--- config.mk ---
export PLATFORM = sky130hd
export DESIGN_NAME = clock_setter
export DESIGN_NICKNAME = d
export VERILOG_FILES = /design/src/rtl/clock_setter.sv
export SDC_FILE = /design/constraint.sdc
export NUM_CORES = 1
export LEC_CHECK = 0
export CAP_MARGIN = 15
export CORE_UTILIZATION = 40
export CTS_CLUSTER_DIAMETER = 120
export CTS_CLUSTER_SIZE = 20
export DETAILED_ROUTE_END_ITERATION = 10
export HOLD_SLACK_MARGIN = 0.1
export SYNTH_ARGS = -nofsm -noshare
export SYNTH_HDL_FRONTEND = slang
export SYNTH_SLANG_ARGS = --single-unit
--- constraint.sdc ---
create_clock -name clk_100MHz -period 3.2 [get_ports clk_100MHz]
set_input_delay 0.32 -clock clk_100MHz [delete_from_list [all_inputs] [get_ports clk_100MHz]]
set_output_delay 0.32 -clock clk_100MHz [all_outputs]
set_load 0.005 [all_outputs]
--- src/rtl/clock_setter.sv ---
// Set-mode controller: debounced buttons drive the RUN/SET_* sequence
// and hand inc_* request levels to the 1 Hz time-of-day counter.

module clock_setter_sync (
  input  logic clk,
  input  logic rst,
  input  logic d,
  output logic q
);

  logic meta;

  always_ff @(posedge clk or posedge rst) begin
    if (rst) begin
      meta <= 1'b0;
      q    <= 1'b0;
    end else begin
      meta <= d;
      q    <= meta;
    end
  end

endmodule

module clock_setter_debounce #(
  parameter int CYCLES = 1000000
) (
  input  logic clk,
  input  logic rst,
  input  logic level,
  output logic press
);

  localparam int W = $clog2(CYCLES + 1);
  localparam logic [W-1:0] LAST = W'(CYCLES - 1);

  logic [W-1:0] cnt;
  logic         state;

  // the counter only runs while the input disagrees with the accepted level
  always_ff @(posedge clk or posedge rst) begin
    if (rst) begin
      cnt   <= '0;
      state <= 1'b0;
      press <= 1'b0;
    end else begin
      press <= 1'b0;
      if (level == state) begin
        cnt <= '0;
      end else if (cnt == LAST) begin
        cnt   <= '0;
        state <= level;
        press <= level;
      end else begin
        cnt <= cnt + W'(1);
      end
    end
  end

endmodule

module clock_setter #(
  parameter int DEBOUNCE_CYCLES = 1000000,
  parameter int TIMEOUT_TICKS   = 10
) (
  input  logic       clk_100MHz,
  input  logic       reset,
  input  logic       tick_1Hz,
  input  logic       btn_mode,
  input  logic       btn_up,
  output logic       inc_sec,
  output logic       inc_min,
  output logic       inc_hour,
  output logic [1:0] mode,
  output logic       blink
);

  typedef enum logic [1:0] {
    RUN      = 2'd0,
    SET_HOUR = 2'd1,
    SET_MIN  = 2'd2,
    SET_SEC  = 2'd3
  } state_t;

  localparam logic [7:0] TO_LAST = 8'(TIMEOUT_TICKS - 1);

  logic tick_s;
  logic tick_d;
  logic mode_s;
  logic up_s;
  logic tick_rise;
  logic tick_fall;
  logic mode_press;
  logic up_press;

  state_t     state;
  state_t     state_nxt;
  state_t     state_adv;
  logic [7:0] to_cnt;
  logic [7:0] to_nxt;
  // bit 0 = hour, bit 1 = min, bit 2 = sec
  logic [2:0] pend;
  logic [2:0] pend_nxt;
  logic [2:0] arm;
  logic [2:0] arm_nxt;
  logic [2:0] up_sel;

  clock_setter_sync u_sync_tick (
    .clk (clk_100MHz),
    .rst (reset),
    .d   (tick_1Hz),
    .q   (tick_s)
  );

  clock_setter_sync u_sync_mode (
    .clk (clk_100MHz),
    .rst (reset),
    .d   (btn_mode),
    .q   (mode_s)
  );

  clock_setter_sync u_sync_up (
    .clk (clk_100MHz),
    .rst (reset),
    .d   (btn_up),
    .q   (up_s)
  );

  clock_setter_debounce #(
    .CYCLES (DEBOUNCE_CYCLES)
  ) u_deb_mode (
    .clk   (clk_100MHz),
    .rst   (reset),
    .level (mode_s),
    .press (mode_press)
  );

  clock_setter_debounce #(
    .CYCLES (DEBOUNCE_CYCLES)
  ) u_deb_up (
    .clk   (clk_100MHz),
    .rst   (reset),
    .level (up_s),
    .press (up_press)
  );

  always_ff @(posedge clk_100MHz or posedge reset) begin
    if (reset) tick_d <= 1'b0;
    else       tick_d <= tick_s;
  end

  assign tick_rise = tick_s & ~tick_d;
  assign tick_fall = ~tick_s & tick_d;

  always_comb begin
    state_adv = RUN;
    up_sel    = 3'b000;
    unique case (state)
      RUN: begin
        state_adv = SET_HOUR;
        up_sel    = 3'b000;
      end
      SET_HOUR: begin
        state_adv = SET_MIN;
        up_sel    = 3'b001;
      end
      SET_MIN: begin
        state_adv = SET_SEC;
        up_sel    = 3'b010;
      end
      SET_SEC: begin
        state_adv = RUN;
        up_sel    = 3'b100;
      end
    endcase
  end

  always_comb begin
    state_nxt = state;
    to_nxt    = to_cnt;
    pend_nxt  = pend;
    arm_nxt   = arm;

    if (tick_fall) begin
      arm_nxt  = pend;
      pend_nxt = 3'b000;
    end
    if (tick_rise) arm_nxt = 3'b000;

    // one request per field: drop presses while one is queued or armed
    if (up_press) pend_nxt = pend_nxt | (up_sel & ~pend & ~arm);

    if (mode_press || up_press) begin
      to_nxt = 8'd0;
    end else if (tick_rise && state != RUN) begin
      if (to_cnt == TO_LAST) state_nxt = RUN;
      else                   to_nxt    = to_cnt + 8'd1;
    end

    if (mode_press) state_nxt = state_adv;

    // armed requests survive a mode change, queued ones do not
    if (state_nxt != state) begin
      pend_nxt = 3'b000;
      to_nxt   = 8'd0;
    end
  end

  always_ff @(posedge clk_100MHz or posedge reset) begin
    if (reset) begin
      state  <= RUN;
      to_cnt <= 8'd0;
      pend   <= 3'b000;
      arm    <= 3'b000;
    end else begin
      state  <= state_nxt;
      to_cnt <= to_nxt;
      pend   <= pend_nxt;
      arm    <= arm_nxt;
    end
  end

  always_ff @(posedge clk_100MHz or posedge reset) begin
    if (reset) begin
      inc_sec  <= 1'b0;
      inc_min  <= 1'b0;
      inc_hour <= 1'b0;
      blink    <= 1'b0;
    end else begin
      inc_sec  <= (state == RUN) | arm[2];
      inc_min  <= arm[1];
      inc_hour <= arm[0];
      blink    <= (state != RUN) & tick_s;
    end
  end

  assign mode = state;

endmodule
# Yosys cells after proc, flatten, opt, wreduce, memory -nomap -nowiden
# Cells that the tools add are included.
# W data, S select, Z words.
op_classes:
  reduce_logical: 9
  eq_ne: 10
  mux: 23
  addsub: 3
  n_bitwise: 13
ops:
  columns: ["op", "count"]
  rows:
  - ["$mux W20", 4]
  - ["$add A20 B1 Y20 const B", 2]
  - ["$eq A20 B20 Y1 const B", 2]
  - ["$mux W8", 4]
  - ["$mux W3", 5]
  - ["$pmux W3 S4", 1]
  - ["$add A8 B1 Y8 const B", 1]
  - ["$eq A8 B4 Y1 const B", 1]
  - ["$mux W2", 4]
  - ["$pmux W2 S4", 1]
  - ["$and A3 B3 Y3", 2]
  - ["$not A3 Y3", 2]
  - ["$reduce_and A2 Y1", 3]
  - ["$eq A2 B2 Y1 const B", 2]
  - ["$mux W1", 4]
  - ["$not A1 Y1", 4]
  - ["$reduce_bool A2 Y1", 2]
  - ["$and A1 B1 Y1", 3]
  - ["$ne A3 B2 Y1 const B", 1]
  - ["$or A3 B3 Y3", 1]
  - ["$reduce_bool A3 Y1", 1]
  - ["$eq A1 B1 Y1", 2]
  - ["$eq A2 B1 Y1 const B", 1]
  - ["$logic_not A2 Y1", 1]
  - ["4 further kinds", 4]
totals:
  in_bits: 5
  out_inout_bits: 6
  register_bits: 71

# Depth between registers and ports, before layout
logic_depth:
  ltp_word: 9
  mapped_depth: 7

# By module
# A second synthesis with hierarchy kept.
hier_totals:
  hier_cells: 335
  area_unflattened_um2: 3603.5
by_module_without_submodules:
  columns: ["mod", "seq_area_each_um2", "instances", "area_each_um2", "cells_per_inst"]
  rows:
  - ["clock_setter_debounce", 550.5, 2, 1138.6, 106]
  - ["clock_setter", 525.5, 1, 1164.9, 114]
  - ["clock_setter_sync", 50.0, 3, 53.8, 3]

# Worst setup path after synthesis
# No wires, ideal clock.
synth_timing:
  path_kind: "flip-flop to flip-flop"
  from: "reg u_deb_up.cnt[0]"
  to: "reg u_deb_up.cnt[10]"
  arrival_ps: 1690
  setup_ps: 132
  path_stages_with_launch: 8
  slack_ps: 1379
  path_buffers: 2
  period_less_slack_ps: 1821
  cell_sequence: "dfrtp_1 ha_1 and4_1 clkbuf_1 nand2_1 o31ai_1 clkbuf_1 nor2_1"
synth_via:
  elab_chain_cells: 3
  word_cells_on_any_way: 4
  classes_between: "add/sub (1); eq/ne (1); mux (2)"
synth_rtl:
  columns: ["item", "line", "rtl"]
  rows:
  - ["start: declaration", "37", "logic [W-1:0] cnt;"]
  - ["start signal: assignment", "55", "cnt <= cnt + W'(1);"]
  - ["$add A20 B1 Y20 or $eq A20 B20 Y1 (tied branches)", "55, 50", null]
  - ["$mux W20 *", "50", "end else if (cnt == LAST) begin"]
  - ["$mux W20 *", "48", "if (level == state) begin"]
# Mark *: on every way between the ends. The rest lies on a longest branch, timed or not.
# A chain may end at the register's enable or synchronous reset.

# Worst setup path in the final report
layout_timing:
  from: "reg state[0] (netlist: mode[0])"
  to: "reg to_cnt[7]"
layout_via:
  elab_chain_cells: 8
  word_cells_on_any_way: 16
  classes_between: "eq/ne (5); mux (6); reduce/logical (5)"
layout_rtl:
  columns: ["item", "line", "rtl"]
  rows:
  - ["start: declaration", "96", "state_t state;"]
  - ["start signal: assignment", "216", "state <= state_nxt;"]
  - ["$reduce_bool A2 Y1", "195", "end else if (tick_rise && state != RUN) begin"]
  - ["$logic_and A1 B1 Y1", "195", null]
  - ["$mux W2", "195", null]
  - ["$mux W2", "193", "if (mode_press || up_press) begin"]
  - ["$mux W2", "200", "if (mode_press) state_nxt = state_adv;"]
  - ["$ne A2 B2 Y1", "203", "if (state_nxt != state) begin"]
  - ["$ne A3 B2 Y1 (no line) or $reduce_bool A3 Y1 (tied branches)", null, null]
  - ["$reduce_and A2 Y1 (no line)", null, null]
  - ["end signal: assignment", "217", "to_cnt <= to_nxt;"]
  - ["end: declaration", "99", "logic [7:0] to_cnt;"]
# Several ways; a longest one is shown, not always the timed one.

==> flow_summary.yaml <==
run_status:
  status: "finished clean"
power:
  p_leak_nw: 1.57
  ir_drop_v: 0.000241
  power.density_nw_per_um2: 475
route:
  post_drt_via_cell_ratio: 5.29
  drt-initial-drc-count: 83
  drc: 0
  drt-wirelength-per-cell_um: 13.9
  routed_wirelength_um: 6420
  detail-route-antenna-nets: 0
  firstDrtPassIters: 4
  vias: 2437
placement:
  placed_area_sq_um: 3630
  dp_hpwl_um: 4330
  io_buffer_count: 10
  placedCellCount: 445
  place.gp.congestion: 0.792
clocking:
  cts_buffer_depth: 2
  htree_levels: 3
  cts_resized: 0
  clock_sinks: 71
  insertion_delay_ns: 0.35
  cts_tree: "built"
  path_clk_slew_ns: 0.08
  hold_buffers: 0
  post_cts_buffers: 0
  cts_root_buf: "clkbuf_8"
  cts_buffers: 9
yosys:
  synth_edf_count: 0
  synth_cells: 335
  synthesis.area_sq_um: 3400
  ys_ff_latch: 71
  async_reset_ff_share_pct: 100
  syn_avg_cell_area_sq_um: 10.1
  yosysTopAreaCellShare_pct: 52.3
  synth_area_leaders: "dfrtp_1, nor2_1, xnor2_1"
  syn-num-nets: 350
  yosysSeqAreaShare_pct: 52.3
  synth.distinct_cells: 40
  yosysTopAreaCell: "dfrtp_1"
  synth_flop_cell: "dfrtp_1"
  yosys_warnings: 0
timing:
  finalHoldViolations: 0
  tightest_slew_ns: 0.690
  skew_ns: 0.0138
  rsz0062_at_grt: "false"
  setup_viol_count_final: 0
  slew_headroom_pct: 53.9
  max_freq_ghz: 0.479
  fin_crit_sh_pct: 65.3
  final-max-slew-violation-count: 0
  fin_tns_setup_ns: 0
  period_minus_slack_ns: 2.09
hold_path:
  hold_path_depth: 0
  hold_class: "register to register"
floorplan:
  dieWidth_um: 94.2
  io_pins: 11
  std_cell_rows: 33
  core_sq_um: 8220
  start_util_pct: 41.4
  dieArea_sq_um: 8870
  die_height_um: 94.2
global_route:
  grt_overflow: 0
  antenna_found_initial: 0
  grt_pass1_wl_um: 11200
  grt_use_total_pct: 16.3
  first_global_vias: 2380
  grt_max_degree: 36
setup_path:
  critical_path_class: "register to register"
  critPathArrivalTime_ns: 2.30
  endpoint_kind: "register"
  cp.required_ns: 3.41
  cp_max_fo: 8
  critPathLaunchType: "register"
  reg2regPathDepth: 6
final_layout:
  area_growth_syn_to_layout_pct: 14.1
  final_area_sq_um: 3880
  fin_nets: 366
  stdcell_count: 461
  antenna_cells: 0
  drive_gt1_share_pct: 9.55
job:
  cap_violations: 0
## stage by stage
step           power [mW]  utilization (%)  hold WS, ns  setup WS (ns)
3_5_place_dp        0.991             44.2        0.336           1.13
4_1_cts              1.86             47.2        0.365           1.09
5_1_grt              1.92             47.2        0.368          0.902
2_1_floorplan       0.969                -        0.331           1.08
3_3_place_gp        0.990             44.2        0.332           1.18
6_report             1.84             47.2        0.358           1.11
## cell families after synthesis
| kind of cell | count (synthesis) | share of synthesized area [%] |
|---|---|---|
| and+or+nand+nor | 139 | 21.6 |
| muxes | 2 | 0.663 |
| DFF | 71 | 52.3 |
| buffers and inverters | 27 | 3.13 |
| xor gates and xnor gates | 33 | 8.50 |
| AOI/OAI and AO/OA | 53 | 10.1 |
| adders and majority gates | 10 | 3.68 |
## per-layer routing
metal  part of all wire (%)  vias up  track usage (%)  wire [um]
met5                      0        -                0          0
met4                    1.9        0             7.69        121
met3                    2.4       10             3.32        154
met2                     46       20             25.0       2920
met1                     50     1194             21.9       3220
li1                       -     1213                -          -
## area by class of cell
type                       instances  area [sq um]
multi-input combinational        237          1530
fill                             762          4340
tap                              105           131
sequential                        71          1780
timing repair buffer              15           138
clock buffer                       9           124
clock inverter                     7           119
inverter                          17          63.8
## path summary, 6_finish.rpt
check / endpoint / from / slack [ns]
worst max-delay path: to_cnt[7]$_DFFE_PP0P_ / mode[0]$_DFF_PP0_ / 1.11
worst min-delay path: u_sync_tick.q$_DFF_PP0_ / u_sync_tick.meta$_DFF_PP0_ / 0.36
worst max register to register: to_cnt[7]$_DFFE_PP0P_ / mode[0]$_DFF_PP0_ / 1.11
worst min register to register: u_sync_tick.q$_DFF_PP0_ / u_sync_tick.meta$_DFF_PP0_ / 0.36
max in group asynchronous: u_deb_mode.cnt[8]$_DFF_PP0_ / reset / 2.07
min in group asynchronous: u_deb_up.cnt[14]$_DFF_PP0_ / reset / 0.40
## report_power, final
part | leakage [nW] | total [mW] | switching, mW | internal (mW)
Clock | 0.116 | 0.869 | 0.351 | 0.519
Sequential | 0.966 | 0.916 | 0.00906 | 0.907
Combinational | 0.488 | 0.0546 | 0.0366 | 0.0180
Total | 1.57 | 1.84 | 0.396 | 1.44
## flip-flops by register name (all words and copies together), names as in the netlist, 2 cells and up
name            flops
u_deb_up.cnt       20
arm                 3
mode                2
pend                3
u_deb_mode.cnt     20
to_cnt              8
## critical path, stage by stage, from the launching register on
cell and delay [ns]:
dfrtp_1 0.48, inv_1 0.10, ha_1 0.27, nand2b_1 0.28
a2111oi_0 0.58, xnor2_1 0.18, nor2_1 0.06
## synth_stat cells (all sizes together) (2+ instances only)
cell type and count:
dfrtp 71, nor2 44, inv 17, nand2 17, xnor2 17, xor2 16
a21oi 14, nand3 14, o21ai 14, nand4 13, ha 10, o31ai 10
or3 8, or4 8, clkbuf 7, nor4 7, nor3 6, and4 5
a211oi 4, nor2b 4, or2 4, a22o 3, buf 3, nand2b 3
a32oi 2, mux2 2, o2111ai 2
## placed cells by master, fill, tap and decap left out, types with 5 or more instances in the layout
master and n:
nor2_1 44, a21oi_1 14, nand2_1 17, or3_1 8
nor4_1 7, or4_1 8, xor2_1 16, inv_1 16
nor3_1 6, ha_1 10, clkbuf_8 9, clkdlybuf4s50_1 10
nand4_1 13, and4_1 5, buf_4 5, o21ai_0 13
o31ai_1 8, xnor2_1 17, dfrtp_1 71, nand3_1 12
(Power assumes the default switching activity.)
